--- src/rtl/ss_scan_driver.sv ---
// Scan driver for an 8-digit seven-segment display: digit select, hex decode and anode gating.
// Latency: seg/dp_n are registered 1 cycle after digit_in; an is registered and aligned with cnt/sel.
// No backpressure: free-running slot counter, inputs are sampled every cycle and may change any time.
module ss_scan_driver #(
    parameter int REFRESH_DIV  = 100000,
    parameter int BLANK_CYCLES = 16
) (
    input  logic       clk,
    input  logic       rst,
    input  logic [3:0] digit_in,
    input  logic [7:0] digit_en,
    input  logic [7:0] dp_in,
    input  logic       lamp_test,
    output logic [2:0] sel,
    output logic [7:0] an,
    output logic [6:0] seg,
    output logic       dp_n
);

    localparam int CNT_W = (REFRESH_DIV > 2) ? $clog2(REFRESH_DIV) : 1;
    localparam logic [CNT_W-1:0] CNT_MAX   = CNT_W'(REFRESH_DIV - 1);
    localparam logic [CNT_W-1:0] BLANK_END = CNT_W'(BLANK_CYCLES);

    typedef enum logic {
        ST_BLANK = 1'b0,
        ST_SHOW  = 1'b1
    } state_t;

    state_t           r_state;
    state_t           w_state_nxt;
    logic [CNT_W-1:0] r_cnt;
    logic [CNT_W-1:0] w_cnt_nxt;
    logic [2:0]       r_sel;
    logic [2:0]       w_sel_nxt;
    logic             w_wrap;
    logic [7:0]       r_an;
    logic [7:0]       w_an_nxt;
    logic [6:0]       r_seg;
    logic [6:0]       w_seg_dec;
    logic             r_dp_n;

    // Next slot position and phase; the anode pattern is computed from the
    // next cnt/sel so the registered an lines up exactly with cnt/sel.
    always_comb begin
        w_wrap      = 1'b0;
        w_cnt_nxt   = r_cnt + CNT_W'(1);
        w_sel_nxt   = r_sel;
        w_state_nxt = ST_SHOW;
        w_an_nxt    = 8'hFF;
        if (r_cnt == CNT_MAX) begin
            w_wrap    = 1'b1;
            w_cnt_nxt = '0;
            w_sel_nxt = r_sel + 3'd1;
        end
        if (w_cnt_nxt < BLANK_END) begin
            w_state_nxt = ST_BLANK;
        end
        if (w_state_nxt == ST_SHOW && digit_en[w_sel_nxt]) begin
            w_an_nxt = ~(8'b1 << w_sel_nxt);
        end
    end

    // Hex to active-low segments {g,f,e,d,c,b,a}.
    always_comb begin
        w_seg_dec = 7'h7F;
        case (digit_in)
            4'h0: w_seg_dec = 7'b1000000;
            4'h1: w_seg_dec = 7'b1111001;
            4'h2: w_seg_dec = 7'b0100100;
            4'h3: w_seg_dec = 7'b0110000;
            4'h4: w_seg_dec = 7'b0011001;
            4'h5: w_seg_dec = 7'b0010010;
            4'h6: w_seg_dec = 7'b0000010;
            4'h7: w_seg_dec = 7'b1111000;
            4'h8: w_seg_dec = 7'b0000000;
            4'h9: w_seg_dec = 7'b0010000;
            4'hA: w_seg_dec = 7'b0001000;
            4'hB: w_seg_dec = 7'b0000011;
            4'hC: w_seg_dec = 7'b1000110;
            4'hD: w_seg_dec = 7'b0100001;
            4'hE: w_seg_dec = 7'b0000110;
            4'hF: w_seg_dec = 7'b0001110;
            default: w_seg_dec = 7'h7F;
        endcase
    end

    // Slot counter, digit select, phase and anode registers.
    always_ff @(posedge clk) begin
        if (rst) begin
            r_cnt   <= '0;
            r_sel   <= 3'd0;
            r_state <= ST_BLANK;
            r_an    <= 8'hFF;
        end else begin
            r_cnt   <= w_cnt_nxt;
            r_sel   <= w_sel_nxt;
            r_state <= w_state_nxt;
            r_an    <= w_an_nxt;
        end
    end

    // Segment/dp pipeline stage; the 1-cycle lag behind sel falls inside BLANK.
    always_ff @(posedge clk) begin
        if (rst) begin
            r_seg  <= 7'h7F;
            r_dp_n <= 1'b1;
        end else if (lamp_test) begin
            r_seg  <= 7'h00;
            r_dp_n <= 1'b0;
        end else begin
            r_seg  <= w_seg_dec;
            r_dp_n <= ~dp_in[r_sel];
        end
    end

    assign sel  = r_sel;
    assign an   = r_an;
    assign seg  = r_seg;
    assign dp_n = r_dp_n;

endmodule

--- config.mk ---
export PLATFORM = sky130hd
export DESIGN_NAME = ss_scan_driver
export DESIGN_NICKNAME = d
export VERILOG_FILES = /design/src/rtl/ss_scan_driver.sv
export SDC_FILE = /design/constraint.sdc
export NUM_CORES = 1
export LEC_CHECK = 0
export CORE_AREA = 2 2 65 67
export CTS_CLUSTER_DIAMETER = 80
export DETAILED_ROUTE_END_ITERATION = 10
export DIE_AREA = 0 0 67 69
export PLACE_DENSITY = 0.83
export SETUP_SLACK_MARGIN = 0.1
export SLEW_MARGIN = 20
export SYNTH_ARGS = -nofsm -noshare
export SYNTH_HDL_FRONTEND = slang
export SYNTH_SLANG_ARGS = --single-unit
--- constraint.sdc ---
create_clock -name clk -period 3.2 [get_ports clk]
set_input_delay 0.64 -clock clk [delete_from_list [all_inputs] [get_ports clk]]
set_output_delay 0.64 -clock clk [all_outputs]
set_load 0.02 [all_outputs]
# [Yosys cells after proc, flatten, opt, wreduce, memory -nomap -nowiden]
# Memory sizes are Yosys's and may differ from the RTL's.
# Index checks and enable logic that the tools add are counted.
[classes] n_reduce_logical=2 muxes=9 n_addsub=2 eq_ne=1 n_shift=1 n_lt_le_gt_ge=3 bitwise=3
[ops] op="adder 17 x 1 -> 17 bit (second input constant)" n=1
[ops] op="== test 17 bit (second input constant)" n=1
[ops] op="less-than comparator 17 x 5 -> 1 bit (second input constant)" n=1
[ops] op="2-to-1 mux 17 bit" n=1
[ops] op="less-than comparator 3 x 4 -> 1 bit (second input constant)" n=2
[ops] op="NOT 8 bit" n=1
[ops] op="left shift 1 x 3 -> 8 bit (first input constant)" n=1
[ops] op="2-to-1 mux 7 bit" n=1
[ops] op="binary-select mux 1 bit (select 3 bit)" n=2
[ops] op="2-to-1 mux 1 bit" n=4
[ops] op="adder 3 x 1 -> 3 bit (second input constant)" n=1
[ops] op="2-to-1 mux 3 bit" n=1
[ops] op="NOT 1 bit" n=2
[ops] op="OR reduction 2 bit" n=1
[ops] op="logical AND 1 bit" n=1
[totals] wordCells=27 memories=1 rom_bits=112 in_bits=23 out_inout_bits=19 register_bits=36
[memory_table] name="(name not given)" depth=16 word_bits=7 read_ports=1 rd_clocked_by_memory_dff=0 write_ports=0 line_no="66" rtl="case (digit_in)"

# [Depth between registers and ports, before layout]
# Gate-level depths: netlist of run 1.
[logic_depth] depth_word=7 depth_mapped=9 depth_no_buf=7

# [Least setup slack after synthesis of run 1]
# OpenSTA, ideal clock, no wires.
[synth_path] path_kind="register -> register" from="reg r_sel[0] (netlist: sel[0])" to="reg r_an[7] (netlist: an[7])" required_ns=3.071 stages_incl_launch_ff=8 slack_ns=1.246 path_buffers=1 setup_ns=0.129 synth_period_minus_slack_ns=1.954 arrival_ns=1.825 cell_sequence="dfxtp_1 > ha_1 > clkbuf_1 > mux2_2 > nor4b_1 > a21oi_1 > nor2_1 > o21ai_1"
[synth_between] elab_chain_cells=7 word_cells_on_any_way=9 cone_classes="1 x add/sub; 1 x shift; 3 x mux; 2 x bitwise; 2 x reduce/logical"
[synth_rtl] item="from (decl)" line_no="33" rtl="logic [2:0] r_sel;"
[synth_rtl] item="from (signal assigned)" line_no="96" rtl="r_sel <= w_sel_nxt;"
[synth_rtl] item="adder 3 x 1 -> 3 bit" line_no="53" rtl="w_sel_nxt = r_sel + 3'd1;"
[synth_rtl] item="2-to-1 mux 3 bit *" line_no="50" rtl="if (r_cnt == CNT_MAX) begin"
[synth_rtl] item="binary-select mux 1 bit (select 3 bit)" line_no="58" rtl="if (w_state_nxt == ST_SHOW && digit_en[w_sel_nxt]) begin"
[synth_rtl] item="2-to-1 mux 1 bit (not written as such)" line_no="58"
[synth_rtl] item="logical AND 1 bit" line_no="58"
[synth_rtl] item="NOT 1 bit (no line)"
[synth_rtl] item="OR reduction 2 bit (no line)"
[synth_rtl] item="to (signal assigned)" line_no="98" rtl="r_an <= w_an_nxt;"
[synth_rtl] item="to (decl)" line_no="36" rtl="logic [7:0] r_an;"
# Mark *: on every way between the ends. The rest lies on a longest branch, timed or not. The select of a mux whose other input is x is not followed.
# A chain may end at the register's enable or synchronous reset.

# [Final worst setup path of run 1]
[layout_path] from="reg r_cnt[0]" to="reg r_an[2] (netlist: an[2])"
[layout_between] elab_chain_cells=7 word_cells_on_any_way=13 cone_classes="1 x add/sub; 1 x order compare; 1 x eq/ne; 1 x shift; 5 x mux; 2 x bitwise; 2 x reduce/logical"
[layout_rtl] item="from (decl)" line_no="31" rtl="logic [CNT_W-1:0] r_cnt;"
[layout_rtl] item="from (signal assigned)" line_no="95" rtl="r_cnt <= w_cnt_nxt;"
[layout_rtl] item="adder 17 x 1 -> 17 bit or == test 17 bit (tied branches)" line_no="46, 50"
[layout_rtl] item="2-to-1 mux 17 bit or 2-to-1 mux 3 bit (tied branches)" line_no="50"
[layout_rtl] item="less-than comparator 17 x 5 -> 1 bit or binary-select mux 1 bit (select 3 bit) (tied branches)" line_no="55, 58"
[layout_rtl] item="2-to-1 mux 1 bit, on equally long branches" line_no="55, 58"
[layout_rtl] item="logical AND 1 bit" line_no="58"
[layout_rtl] item="NOT 1 bit (no line)"
[layout_rtl] item="OR reduction 2 bit (no line)"
# Parallel ways exist; a longest one is shown, timed or not. The select of a mux whose other input is x is not followed.

==> results of run 1 <==
==> through the flow <==
step                      total power [mW]  hold slack [ns]
after CTS                            0.878            0.469
after global placement               0.580            0.445
after global routing                 0.910            0.504
final                                0.870            0.462
after floorplan                      0.528            0.430
after detailed placement             0.584            0.454
==> sequential cells by signal, indices dropped and copies added (netlist names) <==
| signal | flops |
|---|---|
| r_cnt | 17 |
| an | 8 |
| seg | 7 |
| sel | 3 |
| dp_n | 1 |
==> power breakdown <==
group | internal, mW | leakage, nW | switching, mW
logic | 0.0594 | 0.601 | 0.0504
clock network | 0.148 | 0.0410 | 0.148
registers | 0.459 | 0.294 | 0.00482
==> routing by layer <==
metal  up-vias  global-route usage (%)
li1        943                       -
met1       853                    26.3
met2        60                    34.9
met3         9                    4.73
met4         0                    8.84
met5         -                       0
==> final cells by class <==
| type | count | area share, % |
|---|---|---|
| timing repair buffer | 44 | 16.7 |
| inverter | 8 | 1.16 |
| clock buffer | 6 | 2.80 |
| multi-input combinational | 186 | 49.0 |
| tap | 50 | 2.41 |
| clock inverter | 1 | 0.193 |
| sequential | 36 | 27.8 |
==> worst reg2reg max path: stages, from the launching register on <==
cell       delay [ns]
dfxtp_1          0.37
ha_1             0.24
and4_1           0.41
nand4_1          0.33
a2111oi_0        0.44
a31oi_1          0.17
nor2_1           0.14
o21ai_1          0.07
==> synth_stat cells, types with 2 or more instances <==
master     n
a211oi_1   2
a21oi_1   12
a31oi_1    3
and4_1     5
buf_2      6
buf_4      3
clkbuf_1   9
dfxtp_1   36
ha_1       9
inv_1      8
mux2i_1    5
mux4_2     4
nand2_1   16
nand2b_1   4
nand3_1    6
nand4_1    5
nor2_1    38
nor2b_1    2
nor3_1     3
nor4b_1    4
o21ai_0   11
o21ai_1    8
o21bai_1   8
or4_1      2
xnor2_1    9
xor2_1     8
==> how the worst max path moves through the flow <==
stage	endpoint	slack, ns	startpoint
2_1_floorplan	an[7]	1.25	sel[0]
3_3_place_gp	an[7]	1.02	digit_en[7]
3_5_place_dp	an[4]	0.91	digit_en[7]
4_1_cts	an[2]	0.96	r_cnt[0]
5_1_grt	an[6]	0.76	r_cnt[0]
6_report	an[2]	0.91	r_cnt[0]
==> logic make-up after synthesis <==
logic type,count (synthesis)
XOR/XNOR,17
flip-flops,36
multiplexers,10
buffers and inverters,27
AND/OR/NAND/NOR,96
adder cells (fa/ha/maj),9
AO/OA/AOI/OAI,54
==> impl_metrics.csv, run 1 <==
group,metric,value,unit
clock_tree,clkTransAtPathRegs,0.06,ns
route,top_layer,"met4",
placement,portBuffers,41,
synth,syn-num-nets,281,
synth,async_reset_ff_share,0,%
cells_and_area,final_util,66.3,%
cells_and_area,stdcell_count,331,
clock_tree,htree_levels,2,
cells_and_area,final_nets,313,
cells_and_area,design_area,0.00259,mm^2
cells_and_area,layout_common_cells,"clkdlybuf4s50_1 (41), nor2_1 (38), dfxtp_1 (36)",
critical_path,max_stage_delay,0.44,ns
critical_path,r2r_slack,0.91,ns
critical_path,critPathBufInv,0,
synth,synth-seq-cells,36,
critical_path,path_cells,"ha_1 -> and4_1 -> nand4_1 -> a2111oi_0 -> a31oi_1 -> nor2_1 -> o21ai_1",
hold_path,min-delay-start,"r_cnt[0]",
run,cap_violations,0,
clock_tree,clock_latency,0.28,ns
synth,netlist_instances,249,
clock_tree,ctsHoldBuffers,0,
global_routing,grt_pass1_vias,1723,
critical_path,required,3.36,ns
critical_path,ff2ff_path_depth,7,
hold_path,min_to,"r_cnt[0]",
route,drcViolationCount,0,
synth,yosysTopAreaCell,"dfxtp_1",
route,drtAntennaViolNets,0,
timing,worst-slew-pin-transition,0.457,ns
synth,synthXorXnorAreaFrac,7.05,%
synth,synthDistinctLibCells,49,
synth,netlist_area,0.00211,mm^2
global_routing,gr-total-overflow,0,
global_routing,grt_antenna_before_repair,0,
timing,drv_slew,0,
placement,place_hpwl,3460,um
timing,setup_violations,0,
timing,period_needed,2.29,ns
timing,finalHoldViolCount,0,
clock_tree,cts_buffers,5,
synth,synth-simple-area-share,23.9,%
placement,place_ws,0.913,ns
clock_tree,root_buffer,"clkbuf_8",
clock_tree,cts.sinks,36,
cells_and_area,final_common_cell,"clkdlybuf4s50_1",
critical_path,end_kind,"flip-flop",
global_routing,grt_max_degree,18,
pwr,p_leak,0.936,nW
route,first_iter_violations,77,
timing,rsz0062_at_grt,"no",
clock_tree,post_cts_resized,0,
critical_path,cp_num_cells,7,
timing,fin_crit_sh,71.5,%
synth,synth.yosys.seq_area_share,34.1,%
synth,synth_edf_count,0,
synth,ys.flop_type,"dfxtp_1",
cells_and_area,syn2layout_area_growth,22.9,%
synth,synth_area_leaders,"dfxtp_1 (34%), nor2_1 (6.8%), ha_1 (5.3%), mux4_2 (4.3%), xnor2_1 (3.7%)",
cells_and_area,fillers,337,
synth,synthMuxAreaShare,7.17,%
floorplan,die_x,67,um
critical_path,cp_max_fo,9,
placement,place_inst,324,
synth,synth-adder-area-share,5.33,%
synth,synth_top_family_by_area,"simple AND/OR/NAND/NOR gates",
cells_and_area,ff_latch_area,721,um^2
route,route.met2.wl,2240,um
floorplan,die_area,0.00462,mm^2
floorplan,num_io_pins,42,
placement,placed_area,0.00252,mm^2
critical_path,worstSetupPathType,"flip-flop to flip-flop",
route,viasPerCell,5.63,
clock_tree,post_cts_buffers,0,
synth,syn_avg_cell_area,8.48,um^2
critical_path,cp-start-kind,"flip-flop",
outcome,status,"completed",
clock_tree,cts.path.max_buffers,2,
timing,fin_ws,0.913,ns
pwr,ir_worst_vdd,0.212,mV
clock_tree,cts_tree,"yes",
synth,synth_compound_area_share,16.7,%
route,via_count,1865,
hold_path,hold_depth,1,
timing,max_freq,0.437,GHz
cells_and_area,antenna_cells,0,
timing,fin_skew,0.00471,ns
timing,slew_headroom,69.4,%
route,routedWlPerCell,14.0,um
synth,yosys.area.top_type_share,34.1,%
route,first_pass_iters,4,
floorplan,core_area,0.00391,mm^2
route,wl_met3,309,um
critical_path,cpMaxStageDelayCell,"a2111oi_0",
critical_path,crit_arrival,2.45,ns
critical_path,rr_endpoint,"an[2]",
route,wirelength,4650,um
global_routing,track_usage,21.2,%
cells_and_area,multi_input_area,0.00127,mm^2
floorplan,die_h,69,um
floorplan,initial_utilization,54.0,%
critical_path,cp_top_family,"simple AND/OR/NAND/NOR gates",
global_routing,grt_pass1_wl,7730,um
timing,setup_tns,0,ns
pwr,p_per_area,335,mW/mm^2
floorplan,fp-row-count,23,
hold_path,hp-class,"flip-flop to flip-flop",
cells_and_area,drive_above_1_share,6.76,%
synth,yosys_warnings,0,
critical_path,r2r-start,"r_cnt[0]",
placement,globalplace.congestion,0.822,
route,wl_met1,2010,um
No activity file was read; power rests on OpenSTA's default activity.
==> run 2: changes to the inputs <==
--- a/config.mk
+++ b/config.mk
@@ -5,11 +5,11 @@
 export SDC_FILE = /design/constraint.sdc
 export NUM_CORES = 1
 export LEC_CHECK = 0
-export CORE_AREA = 2 2 65 67
+export CORE_AREA = 2 2 68 70
 export CTS_CLUSTER_DIAMETER = 80
 export DETAILED_ROUTE_END_ITERATION = 10
-export DIE_AREA = 0 0 67 69
-export PLACE_DENSITY = 0.83
+export DIE_AREA = 0 0 70 72
+export PLACE_DENSITY = 0.77
 export SETUP_SLACK_MARGIN = 0.1
 export SLEW_MARGIN = 20
 export SYNTH_ARGS = -nofsm -noshare
==> constraint.sdc (replaced) <==
create_clock -name clk -period 2.27 [get_ports clk]
set_input_delay 0.454 -clock clk [delete_from_list [all_inputs] [get_ports clk]]
set_output_delay 0.454 -clock clk [all_outputs]
set_load 0.02 [all_outputs]
==> impl_metrics.csv, run 2 (same netlist as run 1, synthesis figures left out) <==
group,metric,value,unit
outcome,status,"completed",
route,wirelength,4540,um
critical_path,cp_num_cells,6,
critical_path,critPathBufInv,0,
global_routing,track_usage,18.7,%
route,via_count,1850,
timing,setup_tns,0,ns
pwr,ir_worst_vdd,0.240,mV
timing,slew_headroom,68.6,%
clock_tree,cts.sinks,36,
critical_path,cpMaxStageDelayCell,"dfxtp_1",
floorplan,num_io_pins,42,
critical_path,path_cells,"nand4_1 -> nor4_1 -> xor2_1 -> nor2_1 -> a41oi_2 -> o21ai_1",
pwr,p_leak,0.960,nW
clock_tree,cts_tree,"yes",
critical_path,end_kind,"flip-flop",
route,routedWlPerCell,13.4,um
timing,drv_slew,0,
critical_path,max_stage_delay,0.51,ns
global_routing,gr-total-overflow,0,
cells_and_area,syn2layout_area_growth,25.5,%
route,drtAntennaViolNets,0,
placement,place_ws,0.180,ns
clock_tree,htree_levels,2,
floorplan,initial_utilization,49.5,%
placement,place_hpwl,3340,um
cells_and_area,largest_reg_flops,17,
clock_tree,ctsHoldBuffers,0,
cells_and_area,final_util,62.2,%
route,drcViolationCount,0,
clock_tree,cts.path.max_buffers,2,
timing,fin_skew,0.00952,ns
hold_path,min_to,"r_cnt[0]",
floorplan,fp-row-count,24,
cells_and_area,regMostFlops,"r_cnt",
timing,fin_crit_sh,88.9,%
timing,period_needed,2.02,ns
floorplan,die_area,0.00504,mm^2
global_routing,grt_pass1_vias,1701,
route,viasPerCell,5.47,
clock_tree,root_buffer,"clkbuf_8",
hold_path,hold_depth,1,
route,first_pass_iters,4,
timing,finalHoldViolCount,0,
timing,fin_ws,0.252,ns
critical_path,cp-start-kind,"flip-flop",
global_routing,grt_pass1_wl,7600,um
cells_and_area,final_nets,317,
clock_tree,cts_buffers,5,
pwr,p_per_area,480,mW/mm^2
critical_path,ff2ff_path_depth,6,
timing,setup_violations,0,
critical_path,r2r_slack,0.25,ns
critical_path,cp_top_family,"simple AND/OR/NAND/NOR gates",
global_routing,grt_max_degree,18,
critical_path,cp_max_fo,9,
cells_and_area,fillers,364,
timing,worst-slew-pin-transition,0.470,ns
global_routing,grt_antenna_before_repair,0,
route,first_iter_violations,129,
cells_and_area,final_common_cell,"clkdlybuf4s50_1",
critical_path,crit_arrival,2.18,ns
clock_tree,clock_latency,0.29,ns
critical_path,r2r-start,"r_cnt[6]",
cells_and_area,layout_common_cells,"clkdlybuf4s50_1 (41), nor2_1 (38), dfxtp_1 (35)",
timing,max_freq,0.496,GHz
timing,rsz0062_at_grt,"no",
cells_and_area,ff_latch_area,722,um^2
floorplan,die_x,70,um
critical_path,rr_endpoint,"an[3]",
hold_path,min-delay-start,"r_cnt[0]",
critical_path,required,2.43,ns
cells_and_area,antenna_cells,0,
placement,globalplace.congestion,0.875,
hold_path,hp-class,"flip-flop to flip-flop",
placement,portBuffers,41,
clock_tree,clkTransAtPathRegs,0.07,ns
cells_and_area,drive_above_1_share,9.44,%
cells_and_area,multi_input_area,0.00128,mm^2
floorplan,die_h,72,um
critical_path,worstSetupPathType,"flip-flop to flip-flop",
floorplan,core_area,0.00426,mm^2
run,cap_violations,0,
run 2: layer usage:
layer	global-route usage [%]	vias up	part of all wire (%)
met3	4.72	11	5.2
met1	23.4	838	46
met5	0	-	0
met4	7.69	0	1.8
li1	-	951	-
met2	31.0	50	47
run 2: stage by stage:
step | hold WS (ns) | power, mW | instance area (um^2) | std cells
5_1_grt | 0.522 | 1.33 | 2650 | 338
4_1_cts | 0.473 | 1.30 | 2630 | 337
2_1_floorplan | 0.430 | 0.745 | 2110 | 249
3_5_place_dp | 0.457 | 0.823 | 2540 | 329
3_3_place_gp | 0.445 | 0.819 | 2540 | 329
6_report | 0.466 | 1.27 | 2650 | 338
run 2: cell type report:
type / count / share of cell area [%]
clock buffers: 8 / 3.40
inverters: 8 / 1.13
multi-input cells: 186 / 48.3
flip-flops and latches: 36 / 27.2
well taps: 52 / 2.45
repair buffers: 48 / 17.5
run 2: repair_timing:
item | CTS | global route
setup buffers | 0 | 1
gates resized for setup | 0 | 5
endpoints found under the setup margin | 0 | 8
run 2: power breakdown:
| part | internal (mW) | switching (mW) |
|---|---|---|
| Clock | 0.247 | 0.218 |
| Combinational | 0.0839 | 0.0701 |
| Sequential | 0.647 | 0.00747 |
| Total | 0.978 | 0.296 |
run 2: worst max-delay path by stage:
stage | start | endpoint | slack (ns)
finish | r_cnt[6] | an[3] | 0.25
global route | r_cnt[0] | an[3] | 0.1
CTS | r_cnt[0] | an[1] | 0.17
detailed placement | r_cnt[0] | an[2] | 0.18
global placement | r_cnt[0] | an[2] | 0.23
floorplan | sel[0] | an[7] | 0.32
